[config.mk]
export PLATFORM = sky130hd
export DESIGN_NAME = fibonacci_core_flat
export DESIGN_NICKNAME = d
export VERILOG_FILES = /design/src/rtl/fibonacci_core_if.sv /design/src/rtl/fibonacci_core.sv /design/src/flat_wrapper.sv
export SDC_FILE = /design/constraint.sdc
export NUM_CORES = 1
export LEC_CHECK = 0
export ABC_AREA = 0
export CAP_MARGIN = 5
export CORE_MARGIN = 2
export CORE_UTILIZATION = 40
export CTS_CLUSTER_DIAMETER = 60
export CTS_CLUSTER_SIZE = 28
export DETAILED_ROUTE_END_ITERATION = 8
export MAX_ROUTING_LAYER = met4
export PLACE_DENSITY = 0.68
export SLEW_MARGIN = 20
export SYNTH_ARGS = -nofsm -noshare
export SYNTH_HDL_FRONTEND = slang
export SYNTH_SLANG_ARGS = --single-unit
[constraint.sdc]
create_clock -name wb_clk_i -period 4.3 [get_ports wb_clk_i]
set_input_delay 0.86 -clock wb_clk_i [delete_from_list [all_inputs] [get_ports wb_clk_i]]
set_output_delay 0.86 -clock wb_clk_i [all_outputs]
set_load 0.005 [all_outputs]
[src/rtl/fibonacci_core_if.sv]
// fibonacci_core_if -- control inputs and pad outputs of the Fibonacci core.
// master drives the controls, slave is the core side.
`ifndef MPRJ_IO_PADS
`define MPRJ_IO_PADS 38
`endif

interface fibonacci_core_if #(
   parameter int CLOCK_WIDTH = 6
) ();
   logic [CLOCK_WIDTH-1:0]   clock_op;
   logic                     switch_in;
   logic                     restart;
   logic [`MPRJ_IO_PADS-1:0] io_out;
   logic [`MPRJ_IO_PADS-1:0] io_oeb;
   logic                     wrap_o;
   logic [15:0]              step_cnt;

   modport master (
      output clock_op, switch_in, restart,
      input  io_out, io_oeb, wrap_o, step_cnt
   );

   modport slave (
      input  clock_op, switch_in, restart,
      output io_out, io_oeb, wrap_o, step_cnt
   );
endinterface

[src/rtl/fibonacci_core.sv]
// fibonacci_core -- prescaled Fibonacci sequence shown on io_out[37:8].
// Optional step counter enabled by defining FIBONACCI_STEP_CNT_EN.
`ifndef MPRJ_IO_PADS
`define MPRJ_IO_PADS 38
`endif

module fibonacci_core #(
   parameter int CLOCK_WIDTH = 6,
   parameter int VAL_WIDTH   = 30
) (
   input logic             wb_clk_i,
   input logic             reset,
   fibonacci_core_if.slave bus
);
   localparam int PADS = `MPRJ_IO_PADS;

   typedef enum logic [1:0] {
      IDLE  = 2'd0,
      RUN   = 2'd1,
      PAUSE = 2'd2
   } state_t;

   state_t                 state;
   state_t                 state_nxt;
   logic [VAL_WIDTH-1:0]   fib_a;
   logic [VAL_WIDTH-1:0]   fib_b;
   logic [VAL_WIDTH:0]     fib_sum;
   logic                   carry;
   logic [CLOCK_WIDTH-1:0] div_cnt;
   logic [CLOCK_WIDTH-1:0] eff;
   logic [CLOCK_WIDTH:0]   div_inc;
   logic                   tick;
   logic                   wrap_q;
   logic [PADS-1:0]        io_q;
   logic [PADS-1:0]        oeb_q;

   always_ff @(posedge wb_clk_i or posedge reset) begin
      if (reset) state <= IDLE;
      else       state <= state_nxt;
   end

   always_comb begin
      state_nxt = state;
      unique case (state)
         IDLE:    if (bus.switch_in)  state_nxt = RUN;
         RUN:     if (!bus.switch_in) state_nxt = PAUSE;
         PAUSE:   if (bus.switch_in)  state_nxt = RUN;
         default: state_nxt = IDLE;
      endcase
   end

   // >= compare so a shrinking clock_op ticks at once instead of wrapping
   always_comb begin
      eff     = (bus.clock_op == '0) ? CLOCK_WIDTH'(1) : bus.clock_op;
      div_inc = {1'b0, div_cnt} + (CLOCK_WIDTH+1)'(1);
      tick    = (state == RUN) && (div_inc >= {1'b0, eff});
      fib_sum = {1'b0, fib_a} + {1'b0, fib_b};
      carry   = fib_sum[VAL_WIDTH];
   end

   always_ff @(posedge wb_clk_i or posedge reset) begin
      if (reset) begin
         fib_a   <= '0;
         fib_b   <= VAL_WIDTH'(1);
         div_cnt <= '0;
         wrap_q  <= 1'b0;
      end else begin
         wrap_q <= 1'b0;
         if (bus.restart) begin
            fib_a   <= '0;
            fib_b   <= VAL_WIDTH'(1);
            div_cnt <= '0;
         end else if (tick) begin
            div_cnt <= '0;
            if (carry) begin
               fib_a  <= '0;
               fib_b  <= VAL_WIDTH'(1);
               wrap_q <= 1'b1;
            end else begin
               fib_a <= fib_b;
               fib_b <= fib_sum[VAL_WIDTH-1:0];
            end
         end else if (state == RUN) begin
            div_cnt <= div_inc[CLOCK_WIDTH-1:0];
         end else begin
            div_cnt <= '0;
         end
      end
   end

   always_comb begin
      io_q                  = '0;
      io_q[VAL_WIDTH+7:8]   = fib_a;
      oeb_q                 = '0;
      oeb_q[7:0]            = 8'hFF;
   end

   assign bus.io_out = io_q;
   assign bus.io_oeb = oeb_q;
   assign bus.wrap_o = wrap_q;

`ifdef FIBONACCI_STEP_CNT_EN
   logic [15:0] step_q;

   always_ff @(posedge wb_clk_i or posedge reset) begin
      if (reset)            step_q <= '0;
      else if (bus.restart) step_q <= '0;
      else if (tick)        step_q <= step_q + 16'd1;
   end

   assign bus.step_cnt = step_q;
`else
   assign bus.step_cnt = 16'h0000;
`endif
endmodule

[src/flat_wrapper.sv]
// flat-port wrapper written by rule: the top's interface ports become plain ports
module fibonacci_core_flat 
#(
   parameter int CLOCK_WIDTH = 6,
   parameter int VAL_WIDTH   = 30
)
  (wb_clk_i, reset, bus_clock_op, bus_switch_in, bus_restart, bus_io_out, bus_io_oeb, bus_wrap_o, bus_step_cnt);
  fibonacci_core_if #(.CLOCK_WIDTH(CLOCK_WIDTH)) bus_i ();
  input logic wb_clk_i;
  input logic reset;
  input wire logic [$bits(bus_i.clock_op)-1:0] bus_clock_op;
  input wire logic [$bits(bus_i.switch_in)-1:0] bus_switch_in;
  input wire logic [$bits(bus_i.restart)-1:0] bus_restart;
  output wire logic [$bits(bus_i.io_out)-1:0] bus_io_out;
  output wire logic [$bits(bus_i.io_oeb)-1:0] bus_io_oeb;
  output wire logic [$bits(bus_i.wrap_o)-1:0] bus_wrap_o;
  output wire logic [$bits(bus_i.step_cnt)-1:0] bus_step_cnt;
  assign bus_i.clock_op = bus_clock_op;
  assign bus_i.switch_in = bus_switch_in;
  assign bus_i.restart = bus_restart;
  assign bus_io_out = bus_i.io_out;
  assign bus_io_oeb = bus_i.io_oeb;
  assign bus_wrap_o = bus_i.wrap_o;
  assign bus_step_cnt = bus_i.step_cnt;
  fibonacci_core #(.CLOCK_WIDTH(CLOCK_WIDTH), .VAL_WIDTH(VAL_WIDTH)) u_core (.wb_clk_i(wb_clk_i), .reset(reset), .bus(bus_i));
endmodule
==> results.rst, run 1 <==
.. list-table::
   :header-rows: 1

   * - Metric
     - Value
   * - Run status
     - completed
   * - Min cycle time layout
     - roughly 3.6 ns
   * - Internal power
     - around 1.2 mW
   * - Top post-synthesis cells by area
     - dfrtp_1, a22o_1, buf_4
   * - Post-Synthesis Cells
     - 450
   * - Top fanout value on the critical path
     - 15
   * - Via Count
     - roughly 3300
   * - Type of origin of the critical path
     - primary input
   * - Overall Power
     - 1.49 mW
   * - Initial drt markers
     - 150
   * - Most used DFF post-synth
     - dfrtp_1
   * - Clock share of power
     - 0.519
   * - Core Rows
     - 38
   * - Share of the synthesized area in the top cell type
     - 0.374
   * - Detailed Route WL
     - ~8.6 mm
   * - Reg-to-reg slack, setup
     - about 0.90 ns
   * - Setup repair after global routing missed its margin
     - false
   * - Number of enable flip-flop cells after synthesis
     - 0
   * - Fraction of layout cells with a size suffix above 1
     - 0.0669
   * - Switching share of total power
     - 0.213
   * - Critical path class
     - in2reg
   * - Library cell occupying the most area in the post-synthesis netlist
     - dfrtp_1
   * - Clock latency of the later-clocked register in the worst-skew pair
     - roughly 0.33 ns
   * - Wirelength per Cell
     - 13.6 um
   * - Cts bufs inserted
     - 9
   * - Pin count of the biggest net entering global routing
     - between 40 and 50
   * - Fmax
     - 277 MHz
   * - Sw Pwr
     - roughly 0.32 mW
   * - Leakage Power
     - roughly 2.6 nW
   * - Arrival time worst endpoint
     - about 3.9 ns
   * - Maximum number of buffers from clock root to sink
     - 2
   * - Post-route clock skew
     - a little over 0.009 ns
   * - ANT nets after route
     - 0
   * - Count of final hold-check violations
     - 0
   * - Final Net Count
     - ~540
   * - Global routing usage summed across all routing layers
     - 0.150
   * - Final worst setup slack
     - ~0.69 ns
   * - Reported max-cap violation count
     - 0
   * - Clock input transition at the sequential cells of the worst setup and hold paths
     - 0.06 ns
   * - Die width
     - 111 um
   * - Sum of negative setup slack
     - 0 ns
   * - Layout area overhead
     - 13.9%
   * - Cell Area, Synth
     - 0.00455 sq mm
   * - Detailed-router iteration count before antenna repair
     - 4
   * - Most numerous cell in the Yosys netlist
     - dfrtp_1
   * - Share of power burned in combinational logic
     - 0.043
   * - Ordered list of cells on the worst path
     - clkdlybuf4s50_1 > nor3_1 > a31o_2 > ha_1 > nand2b_1 > a21o_1 > a211o_1 > o2111ai_1 > a31oi_1 > nand2b_1 > nor3_4 > buf_4 > a22o_1
   * - Capturing element type of the critical path
     - register
   * - Core region area
     - 0.0110 sq mm
   * - Number of storage elements in the synthesis netlist
     - 69
   * - Number of cells upsized or downsized after cts
     - 0
   * - Die height
     - between 100 and 150 um
   * - Maximum cell stage delay along the critical path
     - between 0.4 and 0.5 ns
   * - P per Cell Area
     - 288 mW/mm^2
   * - Detailed placement HPWL
     - 6.29 mm
   * - Sum of overflow across all layers after global routing
     - 0
   * - Critical path's slowest cell
     - clkdlybuf4s50_1
   * - Die Area
     - approximately 0.012 sq mm
   * - Top cells by count, synth
     - dfrtp_1, buf_4, a22o_1
   * - Most used cell along the critical path
     - nand2b_1
   * - Post-placement worst setup slack
     - 0.351 ns
   * - Fraction of registers with async set/reset
     - 1.00
   * - CTS Root Cell
     - clkbuf_16
   * - Part of the cycle the worst path needs
     - 0.839
   * - Req. time, crit path
     - ~4.6 ns
   * - Worst Max-Slew Pin Slew
     - 0.683 ns
   * - Starting density of the core
     - 0.415
   * - Fraction of the yosys area taken by sequential cells
     - 0.379
   * - Hold buffers post-CTS
     - 0
   * - Antenna violations before repair
     - 0
   * - Relative max-transition margin
     - 0.544
   * - Number of buffers added for setup after CTS
     - 0
   * - CP top delay family
     - compound AO/OA/AOI/OAI gates
   * - Number of antenna diodes
     - 0
   * - Yosys Warn Count
     - 0
   * - Power share of the sequential group
     - 0.438
   * - IR drop worst, VDD
     - 0.186 mV
   * - Final setup violation count
     - 0
   * - Finished Core Util
     - 0.472
   * - Bufs and invs on worst path
     - 2
   * - Level count of the clock H-tree
     - 3
   * - Via density per instance
     - between 5 and 6
   * - Mean area per synthesized cell
     - around 10 sq um
   * - Number of clock sinks
     - roughly 70
   * - Global-route wire length before repair
     - 14.8 mm
   * - Number of slew-limit violations in the final report
     - 0
   * - Vias in the first global route
     - between 3000 and 4000
   * - Count of different cell masters after synthesis
     - ~50
   * - Worst hold path type
     - reg2reg
   * - Remaining design rule violation count
     - 0
   * - Count of pins on the block boundary
     - 103
   * - CTS tree
     - built
   * - Number of input and output port buffers inserted
     - 40
   * - Gpl congestion
     - 0.850
   * - Final-layout worst hold slack
     - slightly below 0.5 ns
power groups by stage:
| stage | clock, mW | combinational (mW) | sequential [mW] |
|---|---|---|---|
| 2_1_floorplan | 0 | 0.0838 | 0.665 |
| 3_3_place_gp | 0 | 0.0633 | 0.666 |
| 3_5_place_dp | 0 | 0.0652 | 0.666 |
| 4_1_cts | 0.787 | 0.0656 | 0.654 |
| 5_1_grt | 0.818 | 0.0744 | 0.654 |
| 6_report | 0.774 | 0.0644 | 0.655 |
final cells by class:
type	count	area [sq um]
Fill cell	1034	5800
Multi-Input combinational cell	348	2460
Sequential cell	69	1730
Timing Repair Buffer	44	455
Clock buffer	11	233
Tap cell	140	175
Clock inverter	5	75.1
Inverter	16	60.1
sequential cells by signal, indices dropped and copies added, names as in the netlist:
name,cells
u_core.fib_a,30
u_core.fib_b,30
u_core.div_cnt,6
u_core.state,2
u_core.bus.wrap_o,1
layout by cell type, fill, tap and decap left out, types with 3 or more instances in the layout:
cell type        count
a31oi_1              5
conb_1              62
dfrtp_1             68
o211ai_1             3
a22o_1              57
xor2_1              11
clkbuf_16            9
a21o_1              11
a21oi_1             30
clkdlybuf4s50_1     40
inv_1               15
nor2b_1              8
nor3_1               4
nor2_1              16
nand2_1             19
clkinv_2             3
ha_1                37
o21ai_0             15
nand2b_1             6
xnor2_1             19
nand3_1              8
and3_1               4
worst reg2reg max path, cell delays in order, from the launching register on:
cell and delay, ns:
dfstp_2 0.55, ha_1 0.17, inv_1 0.06, fa_1 0.39
and2b_1 0.24, o2111ai_2 0.17, a2111oi_4 0.37, nor3_2 0.14
o211ai_2 0.20, nand4_1 0.15, a21boi_2 0.28, nor3_4 0.15
buf_12 0.19, a32o_1 0.24
path summary, 6_finish.rpt:
check	cells past startpoint	startpoint	to
setup / recovery	13	bus_clock_op[1]	u_core.fib_a[18]
hold / removal	1	u_core.state[0]	u_core.state[0]
setup reg to reg	13	u_core.fib_b[0]	u_core.fib_b[5]
hold reg to reg	1	u_core.state[0]	u_core.state[0]
max in group asynchronous	3	reset	u_core.fib_b[0]
min in group asynchronous	2	reset	u_core.div_cnt[2]
metal layers:
metal | vias up | wire [um] | global-route usage
met5 | - | 0 | -
met4 | 0 | 147 | 0.0550
met3 | 14 | 312 | 0.0290
met2 | 71 | 3990 | 0.226
met1 | 1595 | 4160 | 0.202
li1 | 1598 | - | -
cells by family (layout without fill, tap and decap cells):
| kind of cell | Yosys count | after routing | synth area share |
|---|---|---|---|
| compound gates | 144 | 144 | 0.241 |
| xor+xnor | 30 | 30 | 0.0577 |
| fa+ha+maj | 38 | 38 | 0.106 |
| buf+inv | 93 | 76 | 0.131 |
| flops | 69 | 69 | 0.379 |
| other cells | 2 | 62 | 0.00165 |
| simple gates | 74 | 74 | 0.0824 |
through the flow:
step	area (sq um)	cells
after floorplan	4780	510
after global placement	4880	617
after detailed placement	4880	617
after CTS	5190	633
after global routing	5190	633
final	5190	633
No activity file was read; power rests on OpenSTA's default activity.
==> run 2, diff against run 1 <==
--- a/config.mk
+++ b/config.mk
@@ -13,7 +13,7 @@
 export CTS_CLUSTER_SIZE = 28
 export DETAILED_ROUTE_END_ITERATION = 8
 export MAX_ROUTING_LAYER = met4
-export PLACE_DENSITY = 0.68
+export PLACE_DENSITY = 0.7
 export SLEW_MARGIN = 20
 export SYNTH_ARGS = -nofsm -noshare
 export SYNTH_HDL_FRONTEND = slang
==> constraint.sdc (replaced) <==
create_clock -name wb_clk_i -period 3.05 [get_ports wb_clk_i]
set_input_delay 0.61 -clock wb_clk_i [delete_from_list [all_inputs] [get_ports wb_clk_i]]
set_output_delay 0.61 -clock wb_clk_i [all_outputs]
set_load 0.005 [all_outputs]
==> results.rst, run 2 (same netlist as run 1, synthesis figures left out) <==
.. list-table::
   :header-rows: 1

   * - Metric
     - Value
   * - Commonest non-fill, non-tap cell in the layout
     - dfrtp_1 (unchanged)
   * - Fraction of layout cells with a size suffix above 1
     - 0.137 (was 0.0669)
   * - Level count of the clock H-tree
     - 3 (unchanged)
   * - Top Usage Layer GRT
     - met2 (unchanged)
   * - Remaining design rule violation count
     - 0 (unchanged)
   * - Clock input transition at the sequential cells of the worst setup and hold paths
     - 0.05 ns (was 0.06 ns)
   * - Number of antenna diodes
     - 0 (unchanged)
   * - Global-route wire length before repair
     - 16.0 mm (was 14.8 mm)
   * - Gpl congestion
     - 0.849 (was 0.850)
   * - Detailed-router iteration count before antenna repair
     - 5 (was 4)
   * - Via density per instance
     - 5.23 (was 5.18)
   * - Violations in the final reports
     - setup timing
   * - Core Rows
     - 38 (unchanged)
   * - Part of the cycle the worst path needs
     - 1.03
   * - Starting density of the core
     - 0.415 (unchanged)
   * - Number of clock sinks
     - 69 (unchanged)
   * - Wirelength per Cell
     - 14.3 um (was 13.6 um)
   * - Final setup violation count
     - 56 (was 0)
   * - Count of pins on the block boundary
     - 103 (unchanged)
   * - Met2 global-route usage
     - 0.253 (was 0.226)
   * - Final-layout worst hold slack
     - 0.484 ns (was 0.483 ns)
   * - Min cycle time layout
     - 3.13 ns
   * - Number of input and output port buffers inserted
     - 40 (unchanged)
   * - Count of final hold-check violations
     - 0 (unchanged)
   * - Die width
     - 111 um (unchanged)
   * - Fmax
     - between 300 and 400 MHz
   * - Run status
     - finished, violations left (was completed)
   * - Die height
     - 111 um (unchanged)
   * - Sum of overflow across all layers after global routing
     - 0 (unchanged)
   * - Req. time, crit path
     - 3.27 ns (was 4.57 ns)
   * - Ordered list of cells on the worst path
     - ha_4 > inv_2 > fa_2 > and2b_2 > o2111ai_4 > a2111oi_4 > nor3_4 > o211ai_2 > nand4_1 > a21boi_2 > nor3_4 > buf_12 > a22o_1 (was clkdlybuf4s50_1 > nor3_1 > a31o_2 > ha_1 > nand2b_1 > a21o_1 > a211o_1 > o2111ai_1 > a31oi_1 > nand2b_1 > nor3_4 > buf_4 > a22o_1)
   * - ANT nets after route
     - 0 (unchanged)
   * - Leakage Power
     - 2.83 nW (was 2.61 nW)
   * - Maximum cell stage delay along the critical path
     - 0.55 ns (was 0.49 ns)
   * - CTS Root Cell
     - clkbuf_16 (unchanged)
   * - Most used cells in the layout excluding fill and tap cells
     - dfrtp_1, conb_1, a22o_1 (unchanged)
   * - Detailed Route WL
     - 9.52 mm (was 8.61 mm)
   * - Critical path's slowest cell
     - dfstp_2 (was clkdlybuf4s50_1)
   * - Worst Max-Slew Pin Slew
     - 0.624 ns (was 0.683 ns)
   * - Pin count of the biggest net entering global routing
     - 38 (was 48)
   * - Post-placement worst setup slack
     - -0.335 ns (was 0.351 ns)
   * - Finished Core Util
     - 0.504 (was 0.472)
   * - P per Cell Area
     - 356 mW/mm^2 (was 288 mW/mm^2)
   * - Largest registers
     - u_core.fib_a: 30 flops, u_core.fib_b: 30 flops, u_core.div_cnt: 6 flops (unchanged)
   * - Top fanout value on the critical path
     - 18 (was 15)
   * - Reported max-cap violation count
     - 0 (unchanged)
   * - Arrival time worst endpoint
     - 3.35 ns (was 3.88 ns)
   * - Type of origin of the critical path
     - register (was primary input)
   * - Number of slew-limit violations in the final report
     - 0 (unchanged)
   * - Setup repair after global routing missed its margin
     - true (was false)
   * - Die Area
     - 0.0123 sq mm (unchanged)
   * - IR drop worst, VDD
     - 0.212 mV (was 0.186 mV)
   * - Met3 GRT Util
     - 0.0295 (was 0.0290)
   * - Worst hold path type
     - reg2reg (unchanged)
   * - Antenna violations before repair
     - 0 (unchanged)
   * - Instance area at placement
     - 0.00510 sq mm (was 0.00488 sq mm)
   * - Global routing usage summed across all routing layers
     - 0.161 (was 0.150)
   * - Capturing element type of the critical path
     - register (unchanged)
   * - Core region area
     - 0.0110 sq mm (unchanged)
   * - Sum of negative setup slack
     - -3.49 ns (was 0 ns)
   * - Layout area overhead
     - 21.5% (was 13.9%)
   * - Relative max-transition margin
     - 0.583 (was 0.544)
   * - Maximum number of buffers from clock root to sink
     - 2 (unchanged)
   * - Cts bufs inserted
     - 9 (unchanged)
   * - Final worst setup slack
     - -0.0835 ns (was 0.692 ns)
   * - CTS tree
     - built (unchanged)
   * - Via Count
     - 3481 (was 3278)
   * - Post-route clock skew
     - 0.00699 ns (was 0.00920 ns)
   * - Most used cell along the critical path
     - nor3_4 (was nand2b_1)
   * - Critical path class
     - reg2reg (was in2reg)
   * - Vias in the first global route
     - 3376 (was 3122)
   * - Area of all placed cells without fillers
     - 0.00553 sq mm (was 0.00519 sq mm)
   * - Final Net Count
     - 570 (was 536)
   * - Detailed placement HPWL
     - 6.69 mm (was 6.29 mm)
   * - Clock latency of the later-clocked register in the worst-skew pair
     - 0.34 ns (was 0.33 ns)
   * - GR Util met1
     - 0.205 (was 0.202)
   * - Initial drt markers
     - 216 (was 150)
-- run 2: cell count changes in the layout (fill, tap and decap cells not counted), sizes merged --
cell | previous run | this run
buf | 4 | 36
bufinv | 2 | 0
clkbuf | 11 | 15
clkdlybuf4s50 | 40 | 37
clkinv | 3 | 2
dlymetal6s2s | 0 | 3
-- run 2: area by class of cell --
cell class              instances  area [sq um]
clock buffers                  13           250
clock inverters                 2          10.0
fillers                      1003          5450
inverters                      16          60.1
multi-input cells             348          2510
flip-flops and latches         69          1730
well taps                     140           175
repair buffers                 78           802
-- run 2: what timing repair did --
| action | CTS | global route |
|---|---|---|
| resized for setup | 8 | 7 |
| pin swaps | 10 | 11 |
| setup buffers | 6 | 4 |
| setup endpoints to repair | 59 | 67 |
| hold buffers | 0 | 0 |
| cloned | 0 | 2 |
| hold endpoints to repair | 0 | 0 |
-- run 2: final timing paths --
path                            startpoint                 to  slack (ns)  cells after the start
setup / recovery           u_core.fib_b[0]   u_core.fib_a[28]       -0.08                     13
hold / removal             u_core.state[0]    u_core.state[0]        0.48                      1
setup reg to reg           u_core.fib_b[0]   u_core.fib_a[28]       -0.08                     13
min in group asynchronous            reset  u_core.div_cnt[4]        0.61                      2
max in group asynchronous            reset   u_core.fib_b[23]        1.74                      3
hold reg to reg            u_core.state[0]    u_core.state[0]        0.48                      1
-- run 2: layer usage --
metal / wire (um) / part of all wire
met5: 0 / 0
met4: 178 / 0.019
met3: 447 / 0.047
met2: 4620 / 0.49
met1: 4280 / 0.45
-- run 2: per-stage QoR --
step / power [mW] / std cells
2_1_floorplan: 1.06 / 510
3_3_place_gp: 1.04 / 641
3_5_place_dp: 1.04 / 641
4_1_cts: 1.98 / 662
5_1_grt: 2.05 / 666
6_report: 1.97 / 666
-- run 2: where the power goes --
| part | switching, mW | internal, mW |
|---|---|---|
| clock network | 0.371 | 0.565 |
| logic | 0.0710 | 0.0420 |
| registers | 0.00301 | 0.920 |
-- run 2: worst max-delay path: cells and delay by family (launching register included) --
family / cells / cell delay (ns)
AOI/OAI and AO/OA: 5 / 1.15
and+or+nand+nor: 4 / 0.62
DFF: 1 / 0.55
buffers and inverters: 2 / 0.21
adders and majority gates: 2 / 0.47
==> run 3, diff against run 2 <==
--- a/config.mk
+++ b/config.mk
@@ -7,7 +7,7 @@
 export LEC_CHECK = 0
 export ABC_AREA = 0
 export CAP_MARGIN = 5
-export CORE_MARGIN = 2
+export CORE_MARGIN = 3
 export CORE_UTILIZATION = 40
 export CTS_CLUSTER_DIAMETER = 60
 export CTS_CLUSTER_SIZE = 28
==> results.rst, run 3 (same netlist as run 1, synthesis figures left out) <==
.. list-table::
   :header-rows: 1

   * - Metric
     - Value
   * - Remaining design rule violation count
     - 0 (unchanged)
   * - Multi-input combinational cell area
     - 0.00250 sq mm (was 0.00251 sq mm)
   * - Level count of the clock H-tree
     - 3 (unchanged)
   * - Setup repair after global routing missed its margin
     - true (unchanged)
   * - Overall Power
     - 2.14 mW (was 1.97 mW)
   * - Part of the cycle the worst path needs
     - 1.03 (about the same)
   * - Share of power burned in combinational logic
     - 0.048 (was 0.057)
   * - Final-layout worst hold slack
     - 0.474 ns (was 0.484 ns)
   * - Switching share of total power
     - 0.212 (was 0.226)
   * - Capturing element type of the critical path
     - register (unchanged)
   * - Die Area
     - 0.0127 sq mm (was 0.0123 sq mm)
   * - Wirelength per Cell
     - 13.9 um (was 14.3 um)
   * - Hold buffers post-CTS
     - 0 (unchanged)
   * - Number of clock sinks
     - 69 (unchanged)
   * - Clock latency of the later-clocked register in the worst-skew pair
     - 0.33 ns (was 0.34 ns)
   * - Clock input transition at the sequential cells of the worst setup and hold paths
     - 0.06 ns (was 0.05 ns)
   * - Number of cells on the worst hold path
     - 1 (unchanged)
   * - Reported max-cap violation count
     - 0 (unchanged)
   * - Req. time, crit path
     - 3.27 ns (about the same)
   * - Arrival time worst endpoint
     - 3.35 ns (about the same)
   * - Filler Cell Count
     - 998 (was 1003)
   * - Reg-to-Reg End
     - u_core.fib_a[10] (was u_core.fib_a[28])
   * - Commonest non-fill, non-tap cell in the layout
     - dfrtp_1 (unchanged)
   * - Violations in the final reports
     - setup timing (unchanged)
   * - Die height
     - 113 um (was 111 um)
   * - Gpl congestion
     - 0.859 (was 0.849)
   * - Final worst setup slack
     - -0.0849 ns (was -0.0835 ns)
   * - Sum of overflow across all layers after global routing
     - 0 (unchanged)
   * - Layout area overhead
     - 20.5% (was 21.5%)
   * - Internal power
     - 1.69 mW (was 1.53 mW)
   * - Core Rows
     - 38 (unchanged)
   * - Number of antenna diodes
     - 0 (unchanged)
   * - Number of input and output port buffers inserted
     - 40 (unchanged)
   * - Count of final hold-check violations
     - 0 (unchanged)
   * - Type of origin of the critical path
     - register (unchanged)
   * - Register area
     - 0.00173 sq mm (unchanged)
   * - Global routing usage summed across all routing layers
     - 0.156 (was 0.161)
   * - Instance area at placement
     - 0.00508 sq mm (was 0.00510 sq mm)
   * - Initial drt markers
     - 189 (was 216)
   * - ANT nets after route
     - 0 (unchanged)
   * - Maximum number of buffers from clock root to sink
     - 2 (unchanged)
   * - Via Count
     - 3386 (was 3481)
   * - CTS tree
     - built (unchanged)
   * - Number of slew-limit violations in the final report
     - 0 (unchanged)
   * - Cts bufs inserted
     - 9 (unchanged)
   * - Min cycle time layout
     - 3.13 ns (about the same)
   * - WHS Endpoint
     - u_core.state[0] (unchanged)
   * - Via density per instance
     - 5.15 (was 5.23)
   * - IR drop worst, VDD
     - 0.278 mV (was 0.212 mV)
   * - Antenna violations before repair
     - 0 (unchanged)
   * - Leakage Power
     - 2.78 nW (was 2.83 nW)
   * - Worst Max-Slew Pin Slew
     - 0.658 ns (was 0.624 ns)
   * - Startpoint of the worst hold path
     - u_core.state[0] (unchanged)
   * - Pin count of the biggest net entering global routing
     - 40 (was 38)
   * - Detailed placement HPWL
     - 6.62 mm (was 6.69 mm)
   * - Vias in the first global route
     - 3417 (was 3376)
   * - Startpoint of the worst register-to-register path
     - u_core.fib_b[0] (unchanged)
   * - Finished Core Util
     - 0.500 (was 0.504)
   * - Most used cells in the layout excluding fill and tap cells
     - dfrtp_1, conb_1, a22o_1 (unchanged)
   * - P per Cell Area
     - 391 mW/mm^2 (was 356 mW/mm^2)
   * - Detailed-router iteration count before antenna repair
     - 4 (was 5)
   * - Sw Pwr
     - 0.454 mW (was 0.445 mW)
   * - Fmax
     - 319 MHz (about the same)
   * - Final Net Count
     - 560 (was 570)
   * - Run status
     - finished, violations left (unchanged)
   * - Worst Reg-to-Reg Cells
     - 13 (unchanged)
   * - Fraction of layout cells with a size suffix above 1
     - 0.128 (was 0.137)
   * - Clock share of power
     - 0.522 (was 0.475)
   * - Worst hold path type
     - reg2reg (unchanged)
   * - Global-route wire length before repair
     - 16.0 mm (about the same)
   * - Power share of the sequential group
     - 0.430 (was 0.468)
   * - Critical path class
     - reg2reg (unchanged)
   * - Area of all placed cells without fillers
     - 0.00549 sq mm (was 0.00553 sq mm)
   * - CTS Root Cell
     - clkbuf_16 (unchanged)
   * - Final setup violation count
     - 57 (was 56)
   * - Reg-to-reg slack, setup
     - -0.08 ns (about the same)
   * - Largest registers
     - u_core.fib_a: 30 flops, u_core.fib_b: 30 flops, u_core.div_cnt: 6 flops (unchanged)
   * - Core region area
     - 0.0110 sq mm (unchanged)
   * - Die width
     - 113 um (was 111 um)
   * - Relative max-transition margin
     - 0.561 (was 0.583)
   * - Detailed Route WL
     - 9.11 mm (was 9.52 mm)
   * - Starting density of the core
     - 0.415 (unchanged)
   * - Count of pins on the block boundary
     - 103 (unchanged)
   * - Top fanout value on the critical path
     - 24 (was 18)
   * - Post-route clock skew
     - 0.00538 ns (was 0.00699 ns)
[run 3: how the worst max path moves through the flow]
stage                     slack [ns]           endpoint            start
final                          -0.08   u_core.fib_a[10]  u_core.fib_b[0]
after global routing           -0.24   u_core.fib_a[15]  u_core.fib_b[0]
after CTS                      -0.10   u_core.fib_b[17]  u_core.fib_b[0]
after detailed placement       -0.21  u_core.div_cnt[3]  bus_clock_op[1]
after global placement         -0.17   u_core.fib_b[11]  bus_clock_op[1]
after floorplan                 0.04   u_core.fib_b[13]  u_core.fib_b[0]
[run 3: per-stage QoR]
stage | setup TNS (ns) | cells | worst slack (ns)
after global routing | -12.15 | 657 | -0.239
after detailed placement | -11.64 | 638 | -0.210
after floorplan | 0 | 510 | 0.0410
after CTS | -4.40 | 658 | -0.104
after global placement | -9.33 | 638 | -0.170
final | -3.50 | 657 | -0.0849
[run 3: cell type report]
| type | instances | share of cell area |
|---|---|---|
| Multi-Input combinational cell | 348 | 0.456 |
| Inverter | 16 | 0.0109 |
| Sequential cell | 69 | 0.315 |
| Timing Repair Buffer | 68 | 0.127 |
| Clock buffer | 10 | 0.0435 |
| Clock inverter | 6 | 0.0157 |
| Tap cell | 140 | 0.0319 |
[run 3: routing by layer]
metal / wire, um / part of all wire / global-route usage
met4: 102 / 0.011 / 0.0361
met2: 4450 / 0.49 / 0.259
met5: 0 / 0 / -
met1: 4080 / 0.45 / 0.193
met3: 472 / 0.052 / 0.0385
[run 3: critical path: stages (launching register included)]
cell	delay (ns)
dfstp_2	0.55
ha_4	0.13
inv_2	0.03
fa_2	0.33
and2b_2	0.25
o2111ai_4	0.15
a2111oi_4	0.40
nor3_2	0.12
o211ai_2	0.18
nand4_1	0.14
a21boi_2	0.23
nor3_4	0.13
buf_12	0.18
a22o_1	0.19
[run 3: power groups by stage]
| stage | Clock [mW] | Sequential, mW | Combinational [mW] |
|---|---|---|---|
| 2_1_floorplan | 0 | 0.938 | 0.118 |
| 3_3_place_gp | 0 | 0.939 | 0.0967 |
| 3_5_place_dp | 0 | 0.939 | 0.0993 |
| 4_1_cts | 1.15 | 0.923 | 0.100 |
| 5_1_grt | 1.18 | 0.923 | 0.117 |
| 6_report | 1.12 | 0.923 | 0.102 |
[run 3: repair_timing]
| action | in CTS | in global routing |
|---|---|---|
| resized for setup | 6 | 7 |
| pin swaps | 0 | 2 |
| setup endpoints to repair | 59 | 64 |
| cloned | 1 | 0 |
| setup buffers | 3 | 0 |
